$ cat src/rtl/ysyx_22040127_mdu_ctrl_pkg.sv
// Shared definitions for the M-extension sequencer: FSM encoding, funct3 codes
// and the most-negative constants used to spot signed divide overflow.
package ysyx_22040127_mdu_ctrl_pkg;

  typedef enum logic [2:0] {
    S_IDLE      = 3'd0,
    S_MUL_WAIT  = 3'd1,
    S_DIV_WAIT  = 3'd2,
    S_MUL_DRAIN = 3'd3,
    S_DONE      = 3'd4
  } mdu_state_e;

  localparam logic [2:0] OP_MUL    = 3'b000;
  localparam logic [2:0] OP_MULH   = 3'b001;
  localparam logic [2:0] OP_MULHSU = 3'b010;
  localparam logic [2:0] OP_MULHU  = 3'b011;
  localparam logic [2:0] OP_DIV    = 3'b100;
  localparam logic [2:0] OP_DIVU   = 3'b101;
  localparam logic [2:0] OP_REM    = 3'b110;
  localparam logic [2:0] OP_REMU   = 3'b111;

  localparam logic [63:0] XLEN_MIN_64 = 64'h8000_0000_0000_0000;
  localparam logic [31:0] XLEN_MIN_32 = 32'h8000_0000;

endpackage

$ cat src/rtl/ysyx_22040127_mdu_special.sv
// Detects divide-by-zero and signed overflow and supplies the architectural
// quotient/remainder for those cases so the divider never has to run.
module ysyx_22040127_mdu_special
  import ysyx_22040127_mdu_ctrl_pkg::*;
#(
  parameter int XLEN = 64
) (
  input  logic [XLEN-1:0] dividend_i,
  input  logic [XLEN-1:0] divisor_i,
  input  logic            word_i,
  input  logic            signed_i,
  output logic            div0_o,
  output logic            ovf_o,
  output logic [XLEN-1:0] quo_o,
  output logic [XLEN-1:0] rem_o
);

  logic [XLEN-1:0] dividend_eff;

  always_comb begin
    // word results are always the sign extension of the low 32 bits
    dividend_eff = word_i ? {{(XLEN-32){dividend_i[31]}}, dividend_i[31:0]} : dividend_i;

    if (word_i) begin
      div0_o = (divisor_i[31:0] == 32'd0);
      ovf_o  = signed_i && (dividend_i[31:0] == XLEN_MIN_32) && (divisor_i[31:0] == 32'hFFFF_FFFF);
    end else begin
      div0_o = (divisor_i == '0);
      ovf_o  = signed_i && (dividend_i == XLEN_MIN_64) && (divisor_i == '1);
    end

    quo_o = '1;
    rem_o = dividend_eff;
    if (!div0_o && ovf_o) begin
      quo_o = dividend_eff;
      rem_o = '0;
    end
  end

endmodule

$ cat src/rtl/ysyx_22040127_mdu_ctrl.sv
// Sequencer between execute and the shared multiplier/divider: accepts one
// M-extension op, launches the right unit, and holds the result for memory.
module ysyx_22040127_mdu_ctrl
  import ysyx_22040127_mdu_ctrl_pkg::*;
#(
  parameter int XLEN  = 64,
  parameter int TAG_W = 5
) (
  input  logic             clk,
  input  logic             rst,
  input  logic             req_valid,
  output logic             req_ready,
  input  logic [2:0]       req_op,
  input  logic             req_word,
  input  logic [XLEN-1:0]  req_src1,
  input  logic [XLEN-1:0]  req_src2,
  input  logic [TAG_W-1:0] req_tag,
  input  logic             flush,
  output logic             resp_valid,
  input  logic             resp_ready,
  output logic [XLEN-1:0]  resp_result,
  output logic [TAG_W-1:0] resp_tag,
  output logic             mul_valid,
  output logic [XLEN-1:0]  mul_src1,
  output logic [XLEN-1:0]  mul_src2,
  output logic             mul_sign1,
  output logic             mul_sign2,
  input  logic             mul_ok,
  input  logic [XLEN-1:0]  mul_res_high,
  input  logic [XLEN-1:0]  mul_res_low,
  output logic             div_valid,
  output logic [XLEN-1:0]  div_src1,
  output logic [XLEN-1:0]  div_src2,
  output logic             div_sign,
  output logic             div_flush,
  input  logic             div_ready,
  input  logic [XLEN-1:0]  div_quo,
  input  logic [XLEN-1:0]  div_rem
);

  mdu_state_e       state_q, state_d;
  logic             start_q, start_d;
  logic [XLEN-1:0]  result_q, result_d;
  logic [2:0]       op_q;
  logic             word_q;
  logic [TAG_W-1:0] tag_q;
  logic [XLEN-1:0]  src1_q, src2_q;
  logic             msign1_q, msign2_q, dsign_q;

  logic             accept;
  logic [XLEN-1:0]  src1_ext, src2_ext;
  logic [XLEN-1:0]  mul_pick, div_raw, div_pick;
  logic             sp_div0, sp_ovf;
  logic [XLEN-1:0]  sp_quo, sp_rem;

  function automatic logic [XLEN-1:0] sext_w(input logic [31:0] v);
    return {{(XLEN-32){v[31]}}, v};
  endfunction

  assign req_ready = (state_q == S_IDLE) && !flush && !rst;
  assign accept    = req_valid && req_ready;

  always_comb begin
    src1_ext = req_src1;
    src2_ext = req_src2;
    if (req_op[2] && req_word) begin
      src1_ext = {{(XLEN-32){req_src1[31] & ~req_op[0]}}, req_src1[31:0]};
      src2_ext = {{(XLEN-32){req_src2[31] & ~req_op[0]}}, req_src2[31:0]};
    end
  end

  always_comb begin
    if (op_q == OP_MUL) begin
      mul_pick = word_q ? sext_w(mul_res_low[31:0]) : mul_res_low;
    end else begin
      mul_pick = mul_res_high;
    end
    div_raw  = op_q[1] ? div_rem : div_quo;
    div_pick = word_q ? sext_w(div_raw[31:0]) : div_raw;
  end

  ysyx_22040127_mdu_special #(
    .XLEN(XLEN)
  ) u_special (
    .dividend_i(src1_q),
    .divisor_i (src2_q),
    .word_i    (word_q),
    .signed_i  (dsign_q),
    .div0_o    (sp_div0),
    .ovf_o     (sp_ovf),
    .quo_o     (sp_quo),
    .rem_o     (sp_rem)
  );

  // start_q marks the launch cycle right after acceptance; the unit is only
  // busy once that cycle has passed without a flush.
  always_comb begin
    state_d  = state_q;
    start_d  = start_q;
    result_d = result_q;
    unique case (state_q)
      S_IDLE: begin
        if (accept) begin
          state_d = req_op[2] ? S_DIV_WAIT : S_MUL_WAIT;
          start_d = 1'b1;
        end
      end
      S_MUL_WAIT: begin
        if (flush) begin
          start_d = 1'b0;
          state_d = (start_q || mul_ok) ? S_IDLE : S_MUL_DRAIN;
        end else if (start_q) begin
          start_d = 1'b0;
        end else if (mul_ok) begin
          state_d  = S_DONE;
          result_d = mul_pick;
        end
      end
      S_DIV_WAIT: begin
        if (flush) begin
          start_d = 1'b0;
          state_d = S_IDLE;
        end else if (start_q) begin
          start_d = 1'b0;
          if (sp_div0 || sp_ovf) begin
            state_d  = S_DONE;
            result_d = op_q[1] ? sp_rem : sp_quo;
          end
        end else if (div_ready) begin
          state_d  = S_DONE;
          result_d = div_pick;
        end
      end
      S_MUL_DRAIN: begin
        if (mul_ok) begin
          state_d = S_IDLE;
        end
      end
      S_DONE: begin
        if (flush || resp_ready) begin
          state_d = S_IDLE;
        end
      end
      default: begin
        state_d = S_IDLE;
        start_d = 1'b0;
      end
    endcase
  end

  always_ff @(posedge clk) begin
    if (rst) begin
      state_q  <= S_IDLE;
      start_q  <= 1'b0;
      result_q <= '0;
      op_q     <= '0;
      word_q   <= 1'b0;
      tag_q    <= '0;
      src1_q   <= '0;
      src2_q   <= '0;
      msign1_q <= 1'b0;
      msign2_q <= 1'b0;
      dsign_q  <= 1'b0;
    end else begin
      state_q  <= state_d;
      start_q  <= start_d;
      result_q <= result_d;
      if (accept) begin
        op_q     <= req_op;
        word_q   <= req_word;
        tag_q    <= req_tag;
        src1_q   <= src1_ext;
        src2_q   <= src2_ext;
        msign1_q <= (req_op != OP_MULHU);
        msign2_q <= (req_op == OP_MUL) || (req_op == OP_MULH);
        dsign_q  <= ~req_op[0];
      end
    end
  end

  assign mul_valid = (state_q == S_MUL_WAIT) && start_q && !flush && !rst;
  assign div_valid = (state_q == S_DIV_WAIT) && start_q && !flush && !rst && !(sp_div0 || sp_ovf);
  // the divider is only aborted once it has actually been started
  assign div_flush = (state_q == S_DIV_WAIT) && !start_q && flush && !rst;

  assign mul_src1  = src1_q;
  assign mul_src2  = src2_q;
  assign mul_sign1 = msign1_q;
  assign mul_sign2 = msign2_q;
  assign div_src1  = src1_q;
  assign div_src2  = src2_q;
  assign div_sign  = dsign_q;

  assign resp_valid  = (state_q == S_DONE);
  assign resp_result = result_q;
  assign resp_tag    = tag_q;

endmodule

$ cat config.mk
export PLATFORM = sky130hd
export DESIGN_NAME = ysyx_22040127_mdu_ctrl
export DESIGN_NICKNAME = d
export VERILOG_FILES = /design/src/rtl/ysyx_22040127_mdu_ctrl_pkg.sv /design/src/rtl/ysyx_22040127_mdu_special.sv /design/src/rtl/ysyx_22040127_mdu_ctrl.sv
export SDC_FILE = /design/constraint.sdc
export NUM_CORES = 1
export LEC_CHECK = 0
export CORE_AREA = 2 2 286 288
export CTS_BUF_LIST = sky130_fd_sc_hd__clkbuf_8
export DETAILED_ROUTE_END_ITERATION = 7
export DIE_AREA = 0 0 288 290
export DONT_BUFFER_PORTS = 1
export GPL_TIMING_DRIVEN = 0
export SYNTH_ARGS = -nofsm -noshare
export SYNTH_HDL_FRONTEND = slang
export SYNTH_HIERARCHICAL = 1
export SYNTH_SLANG_ARGS = --single-unit
$ cat constraint.sdc
create_clock -name clk -period 3.8 [get_ports clk]
set_input_delay 0.38 -clock clk [delete_from_list [all_inputs] [get_ports clk]]
set_output_delay 0.38 -clock clk [all_outputs]
set_load 0.02 [all_outputs]
# Word level (Yosys, flattened, before mapping)
# Index checks and enable logic that the tools add are counted.
# totals
regBits	208
out_inout_bits	333
word_cells	111
# op_classes
reduce_logical	38
bitwise	4
n_eq_ne	23
n_mux	35
# op_table
cell	n
64-bit 2-to-1 mux	17
64-bit equality test, second input constant	2
64-bit case mux with 2 select lines	1
32-bit equality test, second input constant	2
64-bit zero test	1
32-bit zero test	1
3-bit 2-to-1 mux	10
1-bit logical AND	19
3-bit case mux with 5 select lines	1
7-bit AND reduction	2
2-bit != test, second input constant	6
3-bit != test, second input constant	4
3-bit zero test	3
4-bit != test, second input constant	2
3-bit by 1-bit equality test with 1-bit output, second input constant	2
3-bit by 2-bit equality test with 1-bit output, second input constant	2
1-bit zero test	5
1-bit logical OR	4
2-bit 2-to-1 mux	2
3-bit equality test, second input constant	1
1-bit 2-to-1 mux	3
3-bit by 2-bit != test with 1-bit output, second input constant	1
1-bit AND	2
2-bit by 1-bit != test with 1-bit output, second input constant	1
5 further kinds	6

# Longest topological paths before layout
# depth
ltp_word	11
depth_mapped	11

# Cells and area by module
# The synthesis kept the hierarchy.
# by_module_without_submodules
mod	cells_each	area_per_inst_um2	n_inst
ysyx_22040127_mdu_ctrl	1464	12135.4	1
ysyx_22040127_mdu_special	228	1297.5	1

# Worst setup path before layout
# OpenSTA, ideal clock, no wires.
# synth_path
kind	reg2reg
startpoint	reg src2_q[40], in the netlist div_src2[40]
endpoint	reg result_q[48], in the netlist resp_result[48]
slack_ns	0.704
path_stages_with_launch	11
setup_time_ns	0.088
required_time_ns	3.712
synth_period_minus_slack_ns	3.096
n_path_buf	1
arrival_ns	3.008
cell_sequence	dfxtp_1 -> nand2_1 -> or4_1 -> or4_4 -> o31ai_4 -> and2_1 -> nor3b_1 -> o32ai_4 -> buf_6 -> a21oi_1 -> a311oi_2
# synth_via
elab_chain_cells	10
# synth_rtl
item	line	text
from (decl)	ysyx_22040127_mdu_ctrl.sv:47	logic [XLEN-1:0] src1_q, src2_q;
from (signal assigned)	ysyx_22040127_mdu_ctrl.sv:173	src2_q <= src2_ext;
64-bit equality test (*)	ysyx_22040127_mdu_special.sv:29	ovf_o = signed_i && (dividend_i == XLEN_MIN_64) && (divisor_i == '1);
1-bit logical AND (*)	ysyx_22040127_mdu_special.sv:29	
1-bit 2-to-1 mux (*)	ysyx_22040127_mdu_special.sv:24	if (word_i) begin
named net sp_ovf	ysyx_22040127_mdu_ctrl.sv:53	logic sp_div0, sp_ovf;
1-bit logical AND	ysyx_22040127_mdu_special.sv:34	if (!div0_o && ovf_o) begin
64-bit 2-to-1 mux	ysyx_22040127_mdu_special.sv:34	
64-bit 2-to-1 mux	ysyx_22040127_mdu_ctrl.sv:127	result_d = op_q[1] ? sp_rem : sp_quo;
64-bit 2-to-1 mux	ysyx_22040127_mdu_ctrl.sv:125	if (sp_div0 || sp_ovf) begin
64-bit 2-to-1 mux	ysyx_22040127_mdu_ctrl.sv:123	end else if (start_q) begin
64-bit 2-to-1 mux	ysyx_22040127_mdu_ctrl.sv:120	if (flush) begin
64-bit case mux with 2 select lines	ysyx_22040127_mdu_ctrl.sv:101	unique case (state_q)
to (signal assigned)	ysyx_22040127_mdu_ctrl.sv:167	result_q <= result_d;
to (decl)	ysyx_22040127_mdu_ctrl.sv:43	logic [XLEN-1:0] result_q, result_d;
# Mark *: on every way through the listed nets, which the timed path passes. The rest lies on a longest branch. The select of a mux whose other input is x is not followed.
# A chain may end at the register's enable or synchronous reset.

# Worst setup path in the final report
# layout_path
startpoint	reg src2_q[40], in the netlist div_src2[40]
endpoint	reg result_q[21], in the netlist resp_result[21]
# Same word-level chain as after synthesis.

==> reports/summary.log <==
qor: status.status finished, final reports clean
qor: die.dieWidth 288 um
qor: power_and_ir_drop.standby_leakage_power 0.00597 uW
qor: routing.vias_per_cell 4.71
qor: global_routing.gr-usage-all-layers 18.5%
qor: power_and_ir_drop.power.density_cell_area 479 nW/um^2
qor: logic_synthesis.synthAdderAreaFrac 0%
qor: global_routing.grt_antenna_before_repair 15
qor: timing.setup_violations 0
qor: layout.final_layout_size_suffix_gt1_share 21.3%
qor: setup_path.cp_data_required_time 4240 ps
qor: cts.ctsRootBufferMaster clkbuf_8
qor: logic_synthesis.post_synth_simple_gate_area 18.5%
qor: cts.numCtsBuffers 41
qor: logic_synthesis.synth-compound-area-share 21.0%
qor: timing.report.final.hold_viol_count 0
qor: setup_path.timing.critical_path.max_delay_family simple AND/OR/NAND/NOR gates
qor: cts.clock_path_buffers 3
qor: global_routing.wire_length_of_the_first_global_routing_pass 109 mm
qor: layout.final_nets 2285
qor: setup_path.setup.worst_path.start_class register
qor: cts.cts_max_level 2
qor: die.floorplan.io_pins 733
qor: place.routabilityCongestion 0.970
qor: routing.dr.first_iter.drc_count 1036
qor: routing.drc 0
qor: global_routing.overflow 0
qor: flow_run.drv.max_cap_violation_count 0
qor: routing.vias 14100
qor: routing.detail_route.wl_per_cell 27.3 um
qor: routing.detailedRoute.firstPassIterationCount 6
qor: timing.final_min_period_over_clock_period 95.8%
qor: setup_path.critical_path.max_fanout 10
qor: cts.clock_sinks 208
qor: setup_path.cpMaxStageDelayCell or4_4
qor: logic_synthesis.yosysSeqAreaShare 31.0%
qor: logic_synthesis.synth.most_common_cell nand2_1
qor: power_and_ir_drop.worst_ir_drop_vdd 0.000320 V
qor: place.post-dp-hpwl 65.3 mm
qor: setup_path.endpoint_kind register
qor: hold_path.worst_hold_path_type in -> reg
qor: power_and_ir_drop.totalPowerFinal 8360 uW
qor: timing.setup-tns-final 0 ps
qor: logic_synthesis.number_of_enable_type_register_cells_in_the_synthesized_netlist 0
qor: layout.final_cells 2986
qor: timing.worst_max_slew_pin_slew 1280 ps
qor: setup_path.critical_path_arrival 4080 ps
qor: routing.detail_route.wirelength 81.6 mm
qor: logic_synthesis.muxShareOfSynthArea 15.6%
qor: layout.areaGrowthSynthToFinish 29.8%
qor: setup_path.critical-path-top-cell-by-count buf_12
qor: timing.min_period 3640 ps
qor: timing.timing.slew.headroom 14.5%
qor: die.floorplan.die.height 290 um
qor: die.floorplan.rows 104
qor: setup_path.critPathBufInv 3
qor: global_routing.vias_in_the_first_global_route 13600
qor: timing.achievable-frequency 275 MHz
qor: logic_synthesis.yosys.area.top_type dfxtp_1
qor: place.port_buffers 0
qor: logic_synthesis.synth_top_family_by_area compound AO/OA/AOI/OAI gates
qor: logic_synthesis.mappedNetlistNets 2092
qor: cts.tritoncts_clock_tree yes
qor: logic_synthesis.synth-async-reset-ratio 0%
qor: logic_synthesis.area_share_of_the_largest_cell_type_after_synthesis 31.0%
qor: setup_path.timing.setup.critical_path_class reg -> reg
qor: die.core_area 80200 um^2
qor: logic_synthesis.synth.avg_cell_area 7.94 um^2
qor: cts.worstSkewPairLatency 610 ps
qor: logic_synthesis.synth_xor_area_share 0%
qor: routing.postRouteAntennaNets 0
qor: logic_synthesis.ys_dominant_reg_cell dfxtp_1
qor: logic_synthesis.synthesis.instances 1692
qor: logic_synthesis.synth.lib_cells_used.distinct 49
qor: die.effective_utilization_at_floorplan 16.8%
qor: logic_synthesis.ys_ff_latch 208
qor: timing.clock_tree_skew_after_final_layout 19.5 ps
qor: timing.slew_viol_final 0
qor: logic_synthesis.yosysWarnings 6
qor: logic_synthesis.synth_area 13400 um^2
qor: logic_synthesis.synth.top_cells.by_count 381 x nand2_1, 208 x dfxtp_1, 175 x a21oi_1
qor: place.placed_cells_incl_taps 2754
qor: setup_path.cell_chain_of_the_critical_path nand2_1 -> or4_1 -> or4_4 -> o31ai_4 -> and2_4 -> nor3b_2 -> o32a_1 -> nor2_4 -> buf_12 -> buf_12 -> buf_6 -> a311oi_1
qor: die.die_area 83500 um^2
qor: logic_synthesis.synth_area_leaders dfxtp_1 31%, nand2_1 11%, buf_4 7.4%
qor: setup_path.slowest_delay 580 ps
qor: cts.clkSlewWorstSetupHoldPaths 60 ps
qor: global_routing.grt_max_degree 12
## power breakdown
part	internal [uW]	switching (uW)
combinational	1040	1680
clock	1420	1140
sequential	2420	655
## logic make-up after synthesis
group,Yosys count
buffers and inverters,326
other,1
and+or+nand+nor,583
muxes,164
AOI/OAI and AO/OA,410
DFF,208
## worst paths after layout
kind	slack, ps	end	from	cells past startpoint
setup / recovery	160	resp_result[21]$_SDFFE_PP0P_	div_src2[40]$_SDFFE_PP0P_	12
hold / removal	70	state_q[0]$_SDFFE_PP0P_	req_op[2]	3
setup reg to reg	160	resp_result[21]$_SDFFE_PP0P_	div_src2[40]$_SDFFE_PP0P_	12
hold reg to reg	470	op_q[0]$_SDFFE_PP0P_	op_q[0]$_SDFFE_PP0P_	2
## per-stage QoR
| step | util (%) | area [um^2] | worst slack, ps | hold slack (ps) |
|---|---|---|---|---|
| floorplan | - | 13400 | 704 | 436 |
| global placement | 18.4 | 14800 | -1560 | 450 |
| detailed placement | 18.5 | 14800 | -1630 | 464 |
| CTS | 21.6 | 17300 | 1.21 | 3.61 |
| global route | 21.7 | 17400 | -3.16 | 50.9 |
| finish | 21.8 | 17400 | 161 | 66.1 |
## worst min-delay path, delay by kind of cell
family / cells / cell delay, ps
compound gates: 1 / 110
mux: 1 / 50
simple gates: 1 / 80
## sequential cells by signal, summed over array words and instances, names as in the netlist
signal       flops
start_q          1
div_sign         1
word_q           1
div_src1        64
state_q          3
div_src2        64
resp_tag         5
resp_result     64
op_q             3
mul_sign2        1
mul_sign1        1
## placed cells by master, fill, tap and decap left out, types with 36 or more instances in the layout
| master | n |
|---|---|
| a21oi_1 | 175 |
| nor2_1 | 104 |
| mux2_2 | 36 |
| clkbuf_1 | 115 |
| a211oi_1 | 64 |
| dfxtp_1 | 187 |
| mux2i_1 | 95 |
| nand2_1 | 381 |
| a311oi_1 | 46 |
| buf_4 | 138 |
| clkbuf_8 | 54 |
| dlygate4sd3_1 | 137 |
| buf_2 | 40 |
## per-layer routing
layer	global-route usage (%)	routed length, um	vias up
met3	5.45	7310	141
met2	30.1	37400	776
met4	6.19	2730	12
met1	23.2	34100	6859
met5	0	77	-
li1	-	-	6288
## final cells by class
cell class / count / area, um^2
sequential: 208 / 4200
buffer: 322 / 1910
inverter: 3 / 11.3
tap: 1060 / 1330
clock inverter: 20 / 158
antenna: 10 / 25.0
timing repair buffer: 151 / 1550
multi-input combinational: 1158 / 7520
clock buffer: 54 / 743
fill: 8895 / 62700
## repair_timing
action	CTS	global route
gates cloned	0	1
endpoints found under the setup margin	70	64
hold buffers	137	0
pin swaps	7	8
setup buffers	8	3
endpoints found under the hold margin	140	0
resized for setup	36	27
Power figures use the tool's default switching activity.
